==> src/rtl/multicycle_ctrl_pkg.sv <==
// Shared encodings for the multi-cycle MIPS-subset control FSM.
package multicycle_ctrl_pkg;

   typedef enum logic [3:0] {
      S_FETCH    = 4'd0,
      S_DECODE   = 4'd1,
      S_MEM_ADDR = 4'd2,
      S_MEM_RD   = 4'd3,
      S_MEM_WB   = 4'd4,
      S_MEM_WR   = 4'd5,
      S_R_EXE    = 4'd6,
      S_R_WB     = 4'd7,
      S_BRANCH   = 4'd8,
      S_JUMP     = 4'd9,
      S_I_EXE    = 4'd10,
      S_I_WB     = 4'd11,
      S_HALT     = 4'd15
   } state_e;

   localparam logic [5:0] OP_RTYPE = 6'h00;
   localparam logic [5:0] OP_J     = 6'h02;
   localparam logic [5:0] OP_BEQ   = 6'h04;
   localparam logic [5:0] OP_BNE   = 6'h05;
   localparam logic [5:0] OP_ADDI  = 6'h08;
   localparam logic [5:0] OP_SLTI  = 6'h0A;
   localparam logic [5:0] OP_LW    = 6'h23;
   localparam logic [5:0] OP_SW    = 6'h2B;

   localparam logic [1:0] ALUOP_ADD   = 2'b00;
   localparam logic [1:0] ALUOP_SUB   = 2'b01;
   localparam logic [1:0] ALUOP_FUNCT = 2'b10;
   localparam logic [1:0] ALUOP_SLT   = 2'b11;

   localparam logic [1:0] SRCB_RT     = 2'b00;
   localparam logic [1:0] SRCB_FOUR   = 2'b01;
   localparam logic [1:0] SRCB_IMM    = 2'b10;
   localparam logic [1:0] SRCB_IMM_SH = 2'b11;

   localparam logic [1:0] PCSRC_ALU    = 2'b00;
   localparam logic [1:0] PCSRC_ALUOUT = 2'b01;
   localparam logic [1:0] PCSRC_JUMP   = 2'b10;

   localparam logic [1:0] ERR_NONE    = 2'b00;
   localparam logic [1:0] ERR_ILLEGAL = 2'b01;
   localparam logic [1:0] ERR_TIMEOUT = 2'b10;

   typedef struct packed {
      logic       pc_write;
      logic       pc_write_cond;
      logic       branch_ne;
      logic       iord;
      logic       mem_read;
      logic       mem_write;
      logic       ir_write;
      logic       mem_to_reg;
      logic       reg_dst;
      logic       reg_write;
      logic       alu_src_a;
      logic [1:0] alu_src_b;
      logic [1:0] alu_op;
      logic [1:0] pc_source;
   } ctrl_t;

   // States that wait on mem_ready_i and are guarded by the timeout counter.
   function automatic logic is_wait_state(state_e s);
      return (s == S_FETCH) || (s == S_MEM_RD) || (s == S_MEM_WR);
   endfunction

endpackage

==> src/rtl/multicycle_ctrl_mem_wait_timer.sv <==
// Counts stalled cycles of a memory access; flags expiry on the last allowed cycle.
module multicycle_ctrl_mem_wait_timer #(
   parameter int TIMEOUT = 16
) (
   input  logic clk_i,
   input  logic rst_i,
   input  logic clr_i,
   input  logic wait_i,
   input  logic ready_i,
   output logic expire_o
);

   localparam int W = $clog2(TIMEOUT + 1);
   localparam logic [W-1:0] LAST = W'(TIMEOUT - 1);

   logic [W-1:0] cnt_q;

   // Clear on any state change, count each stalled cycle in a wait state.
   always_ff @(posedge clk_i or negedge rst_i) begin
      if (!rst_i)                  cnt_q <= '0;
      else if (clr_i)              cnt_q <= '0;
      else if (wait_i && !ready_i) cnt_q <= cnt_q + 1'b1;
   end

   // Ready on the final cycle still completes the access, so expiry needs !ready.
   assign expire_o = wait_i && !ready_i && (cnt_q == LAST);

endmodule

==> src/rtl/multicycle_ctrl.sv <==
// Moore control FSM for the multi-cycle MIPS-subset datapath.
module multicycle_ctrl
   import multicycle_ctrl_pkg::*;
#(
   parameter int CNT_W   = 32,
   parameter int TIMEOUT = 16
) (
   input  logic             clk_i,
   input  logic             rst_i,
   input  logic [5:0]       instr_op_i,
   input  logic             mem_ready_i,
   input  logic             zero_i,
   output logic             PCWrite_o,
   output logic             PCWriteCond_o,
   output logic             BranchNe_o,
   output logic             IorD_o,
   output logic             MemRead_o,
   output logic             MemWrite_o,
   output logic             IRWrite_o,
   output logic             MemtoReg_o,
   output logic             RegDst_o,
   output logic             RegWrite_o,
   output logic             ALUSrcA_o,
   output logic [1:0]       ALUSrcB_o,
   output logic [1:0]       ALUOp_o,
   output logic [1:0]       PCSource_o,
   output logic [3:0]       state_o,
   output logic [CNT_W-1:0] retired_o,
   output logic             halted_o,
   output logic [1:0]       err_code_o
);

   state_e           state_q, state_d;
   logic [1:0]       err_q, err_d;
   logic [CNT_W-1:0] retired_q;
   logic             expire, retire;
   ctrl_t            ctrl, ctrl_gated;

   // Branch resolution is gated in the datapath; the flag is not needed here.
   logic unused_zero;
   assign unused_zero = zero_i;

   multicycle_ctrl_mem_wait_timer #(.TIMEOUT(TIMEOUT)) u_timer (
      .clk_i    (clk_i),
      .rst_i    (rst_i),
      .clr_i    (state_d != state_q),
      .wait_i   (is_wait_state(state_q)),
      .ready_i  (mem_ready_i),
      .expire_o (expire)
   );

   // Next-state and error-code selection.
   always_comb begin
      state_d = state_q;
      err_d   = err_q;
      case (state_q)
         S_FETCH: begin
            if (mem_ready_i) state_d = S_DECODE;
            else if (expire) begin state_d = S_HALT; err_d = ERR_TIMEOUT; end
         end
         S_DECODE: begin
            case (instr_op_i)
               OP_RTYPE:       state_d = S_R_EXE;
               OP_LW, OP_SW:   state_d = S_MEM_ADDR;
               OP_BEQ, OP_BNE: state_d = S_BRANCH;
               OP_J:           state_d = S_JUMP;
               OP_ADDI, OP_SLTI: state_d = S_I_EXE;
               default: begin state_d = S_HALT; err_d = ERR_ILLEGAL; end
            endcase
         end
         S_MEM_ADDR: begin
            if (instr_op_i == OP_LW)      state_d = S_MEM_RD;
            else if (instr_op_i == OP_SW) state_d = S_MEM_WR;
            else begin state_d = S_HALT; err_d = ERR_ILLEGAL; end
         end
         S_MEM_RD: begin
            if (mem_ready_i) state_d = S_MEM_WB;
            else if (expire) begin state_d = S_HALT; err_d = ERR_TIMEOUT; end
         end
         S_MEM_WR: begin
            if (mem_ready_i) state_d = S_FETCH;
            else if (expire) begin state_d = S_HALT; err_d = ERR_TIMEOUT; end
         end
         S_R_EXE: state_d = S_R_WB;
         S_I_EXE: state_d = S_I_WB;
         S_MEM_WB, S_R_WB, S_BRANCH, S_JUMP, S_I_WB: state_d = S_FETCH;
         S_HALT:  state_d = S_HALT;
         default: begin state_d = S_HALT; err_d = ERR_ILLEGAL; end
      endcase
   end

   // Every path back to FETCH comes from a final state, so that edge retires.
   assign retire = (state_d == S_FETCH) && (state_q != S_FETCH);

   // State, sticky error code and retired-instruction counter.
   always_ff @(posedge clk_i or negedge rst_i) begin
      if (!rst_i) begin
         state_q   <= S_FETCH;
         err_q     <= ERR_NONE;
         retired_q <= '0;
      end else begin
         state_q <= state_d;
         err_q   <= err_d;
         if (retire) retired_q <= retired_q + 1'b1;
      end
   end

   // Control decode from the registered state; fetch strobes wait for ready.
   always_comb begin
      ctrl = '0;
      case (state_q)
         S_FETCH: begin
            ctrl.mem_read  = 1'b1;
            ctrl.alu_src_b = SRCB_FOUR;
            ctrl.ir_write  = mem_ready_i;
            ctrl.pc_write  = mem_ready_i;
         end
         S_DECODE:   ctrl.alu_src_b = SRCB_IMM_SH;
         S_MEM_ADDR: begin ctrl.alu_src_a = 1'b1; ctrl.alu_src_b = SRCB_IMM; end
         S_MEM_RD:   begin ctrl.mem_read = 1'b1; ctrl.iord = 1'b1; end
         S_MEM_WB:   begin ctrl.reg_write = 1'b1; ctrl.mem_to_reg = 1'b1; end
         S_MEM_WR:   begin ctrl.mem_write = 1'b1; ctrl.iord = 1'b1; end
         S_R_EXE:    begin ctrl.alu_src_a = 1'b1; ctrl.alu_op = ALUOP_FUNCT; end
         S_R_WB:     begin ctrl.reg_write = 1'b1; ctrl.reg_dst = 1'b1; end
         S_BRANCH: begin
            ctrl.alu_src_a     = 1'b1;
            ctrl.alu_op        = ALUOP_SUB;
            ctrl.pc_write_cond = 1'b1;
            ctrl.pc_source     = PCSRC_ALUOUT;
            ctrl.branch_ne     = (instr_op_i == OP_BNE);
         end
         S_JUMP:  begin ctrl.pc_write = 1'b1; ctrl.pc_source = PCSRC_JUMP; end
         S_I_EXE: begin
            ctrl.alu_src_a = 1'b1;
            ctrl.alu_src_b = SRCB_IMM;
            ctrl.alu_op    = (instr_op_i == OP_SLTI) ? ALUOP_SLT : ALUOP_ADD;
         end
         S_I_WB:  ctrl.reg_write = 1'b1;
         default: ctrl = '0;
      endcase
   end

   // Reset overrides the decode immediately, without waiting for a clock.
   assign ctrl_gated = rst_i ? ctrl : '0;

   assign PCWrite_o     = ctrl_gated.pc_write;
   assign PCWriteCond_o = ctrl_gated.pc_write_cond;
   assign BranchNe_o    = ctrl_gated.branch_ne;
   assign IorD_o        = ctrl_gated.iord;
   assign MemRead_o     = ctrl_gated.mem_read;
   assign MemWrite_o    = ctrl_gated.mem_write;
   assign IRWrite_o     = ctrl_gated.ir_write;
   assign MemtoReg_o    = ctrl_gated.mem_to_reg;
   assign RegDst_o      = ctrl_gated.reg_dst;
   assign RegWrite_o    = ctrl_gated.reg_write;
   assign ALUSrcA_o     = ctrl_gated.alu_src_a;
   assign ALUSrcB_o     = ctrl_gated.alu_src_b;
   assign ALUOp_o       = ctrl_gated.alu_op;
   assign PCSource_o    = ctrl_gated.pc_source;
   assign state_o       = state_q;
   assign retired_o     = retired_q;
   assign halted_o      = (state_q == S_HALT);
   assign err_code_o    = err_q;

endmodule

==> config.mk <==
export PLATFORM = sky130hd
export DESIGN_NAME = multicycle_ctrl
export DESIGN_NICKNAME = d
export VERILOG_FILES = /design/src/rtl/multicycle_ctrl_pkg.sv /design/src/rtl/multicycle_ctrl_mem_wait_timer.sv /design/src/rtl/multicycle_ctrl.sv
export SDC_FILE = /design/constraint.sdc
export NUM_CORES = 1
export LEC_CHECK = 0
export ABC_AREA = 1
export BUFFER_PORTS_ARGS = -buffer_cell sky130_fd_sc_hd__buf_2
export CORE_UTILIZATION = 50
export DETAILED_ROUTE_END_ITERATION = 8
export GPL_ROUTABILITY_DRIVEN = 0
export PLACE_DENSITY = 0.73
export SYNTH_ARGS = -nofsm -noshare
export SYNTH_HDL_FRONTEND = slang
export SYNTH_SLANG_ARGS = --single-unit
==> constraint.sdc <==
create_clock -name clk_i -period 2.9 [get_ports clk_i]
set_input_delay 0.58 -clock clk_i [delete_from_list [all_inputs] [get_ports clk_i]]
set_output_delay 0.58 -clock clk_i [all_outputs]
set_load 0.03 [all_outputs]
==> impl_metrics.py <==
metrics = {
    "min_path": {
        "hp-class": "in2async",
    },
    "clocking": {
        "htree_levels": 2,
        "cts-hold-fix-buffers": 0,
        "cts.sinks": 43,
        "postCtsSetupBuffers": 0,
        "cts_tree": "yes",
        "clk_pin_slew_ns": 0.09,
        "clk_latency_ns": 0.30,
        "cts_made_buffers": 5,
        "cts_buffer_depth": 2,
        "cts_root_buf": "clkbuf_8",
        "cts.repair.resized": 0,
    },
    "finish": {
        "layout-drive-gt1-share": 0.176,
        "nets": 552,
        "layout_commonest_cell": "nand2_1",
        "stdcell_count": 615,
        "area_growth_pct": 15.1,
        "diodes": 0,
        "final_cell_mix": "nand2_1, buf_2, nand3_1",
    },
    "worst_setup_path": {
        "cp_data_required_time_ns": 3.09,
        "cp_slowest_stage_delay_ns": 0.41,
        "end_kind": "flip-flop",
        "cp_max_fo": 32,
        "path_common_cell": "nand2_1",
        "crit_buf_inv": 1,
        "worst_path_max_delay_cell": "dfrtp_1",
        "critPathTopFamily": "simple AND/OR/NAND/NOR gates",
        "path_cells": "ha_1, and3_1, ha_1, inv_1, nand3_1, nand2_1, nor2_1, nor2_2, nand2_1, nor3_4, nand2_2, nand2_1, nand2_1",
        "start_kind": "flip-flop",
        "cp.arrival_ns": 2.69,
        "path_class": "reg2reg",
    },
    "detailed_routing": {
        "antenna_left": 0,
        "first_pass_iters": 5,
        "drt_iter0_markers": 308,
        "wirelength_um": 7910,
        "vias_per_cell": 5.31,
        "vias": 3266,
        "drc": 0,
        "wire_per_inst_um": 12.9,
    },
    "sta": {
        "finalClockSkew_ns": 0.0118,
        "slew_headroom": 0.575,
        "period_share": 0.862,
        "timing.final.max_slew_violations": 0,
        "period_minus_slack_ns": 2.50,
        "finalSetupViolations": 0,
        "hold_viol": 0,
        "fmax_ghz": 0.400,
        "rsz0062_at_grt": "no",
        "tightest_slew_ns": 0.633,
        "tns_ns": 0,
    },
    "run_status": {
        "status": "complete, no violations",
    },
    "logic_synthesis": {
        "synth_warnings": 0,
        "synth_area_per_cell_um2": 6.57,
        "ys_ff_latch": 43,
        "synth_area_mm2": 0.00312,
        "ys_types": 26,
        "ys_seq_area_frac": 0.345,
        "synth_cells": 475,
        "synth_nets": 488,
    },
    "placement": {
        "dp_hpwl_um": 6020,
        "io_buffers": 64,
        "placed_cells": 607,
    },
    "run": {
        "cap_violations": 0,
    },
    "pwr": {
        "ir_drop_mv": 0.220,
        "power_leakage_uw": 0.00196,
        "power.density_mw_per_mm2": 292,
    },
    "floorplanning": {
        "io_pins": 66,
        "start_util": 0.524,
        "rows": 28,
        "dieArea_mm2": 0.00656,
        "core-area_mm2": 0.00596,
        "die_h_um": 81,
        "fp.dieW_um": 81,
    },
    "grt": {
        "overflow": 0,
        "grt_pass1_vias": 2904,
        "antenna_found_initial": 0,
        "grt_first_pass_wirelength_um": 13500,
        "grt_usage": 0.262,
        "grt_max_degree": 33,
    },
}
sequential cells by signal, summed over array words and instances, names as in the netlist:
register       cells
retired_o         32
u_timer.cnt_q      5
err_code_o         2
state_o            4
logic make-up after synthesis:
logic type / Yosys count / synth area share
and+or+nand+nor: 323 / 0.441
buffers and inverters: 55 / 0.0770
adders and majority gates: 3 / 0.0120
AOI/OAI and AO/OA: 18 / 0.0321
DFF: 43 / 0.345
xor gates and xnor gates: 33 / 0.0926
synthesized netlist by cell type, drive strengths merged:
library cell | number | share of area
o221ai | 1 | 0.0028
inv | 44 | 0.053
buf | 10 | 0.023
o2111ai | 1 | 0.0028
nor3 | 30 | 0.052
nor2 | 58 | 0.072
clkbuf | 1 | 0.0012
nand3 | 57 | 0.091
xor2 | 24 | 0.067
nand2 | 167 | 0.20
xnor2 | 9 | 0.025
and3 | 2 | 0.0040
dfrtp | 43 | 0.34
a21oi | 8 | 0.013
o21ai | 7 | 0.011
and2 | 1 | 0.0020
nand4 | 8 | 0.016
a22oi | 1 | 0.0024
ha | 3 | 0.012
routing by layer:
layer  wire, um  part of all wire  GRT usage
met5          0                 0          0
met4         49            0.0062     0.0518
met3        505             0.064     0.0461
met2       3490              0.44      0.409
met1       3860              0.49      0.379
report_power, final:
group | switching (uW) | internal, uW | leakage, uW | total [uW]
clock network | 215 | 195 | 0.0000474 | 410
logic | 29.1 | 9.62 | 0.00134 | 38.7
registers | 0 | 599 | 0.000575 | 599
total | 244 | 803 | 0.00196 | 1050
final timing paths:
check / cells past startpoint / slack (ns) / start / to
worst max-delay path: 13 / 0.40 / u_timer.cnt_q[0]$_DFFE_PN0P_ / retired_o[11]$_DFFE_PN0P_
worst min-delay path: 1 / 0.19 / rst_i / retired_o[8]$_DFFE_PN0P_
worst max register to register: 13 / 0.40 / u_timer.cnt_q[0]$_DFFE_PN0P_ / retired_o[11]$_DFFE_PN0P_
worst min register to register: 2 / 0.50 / err_code_o[1]$_DFFE_PN0P_ / err_code_o[1]$_DFFE_PN0P_
max in group asynchronous: 2 / 1.97 / rst_i / retired_o[15]$_DFFE_PN0P_
min in group clk_i: 2 / 0.50 / err_code_o[1]$_DFFE_PN0P_ / err_code_o[1]$_DFFE_PN0P_
through the flow:
step | hold WS, ns | utilization | area (um2) | total power [uW] | setup slack, ns
detailed placement | 0.482 | 0.586 | 3490 | 651 | 0.357
floorplan | 0.284 | - | 3120 | 625 | 0.754
global route | 0.210 | 0.603 | 3590 | 1090 | 0.146
global placement | 0.470 | 0.586 | 3490 | 649 | 0.423
finish | 0.190 | 0.603 | 3590 | 1050 | 0.401
CTS | 0.203 | 0.603 | 3590 | 1060 | 0.383
final cells by class:
type | instances | area [um2]
multi-input cells | 377 | 1810
fillers | 602 | 2360
clock inverters | 2 | 16.3
flip-flops and latches | 43 | 1080
repair buffers | 68 | 350
well taps | 75 | 93.8
inverters | 44 | 165
clock buffers | 6 | 82.6
Power figures use the tool's default switching activity.
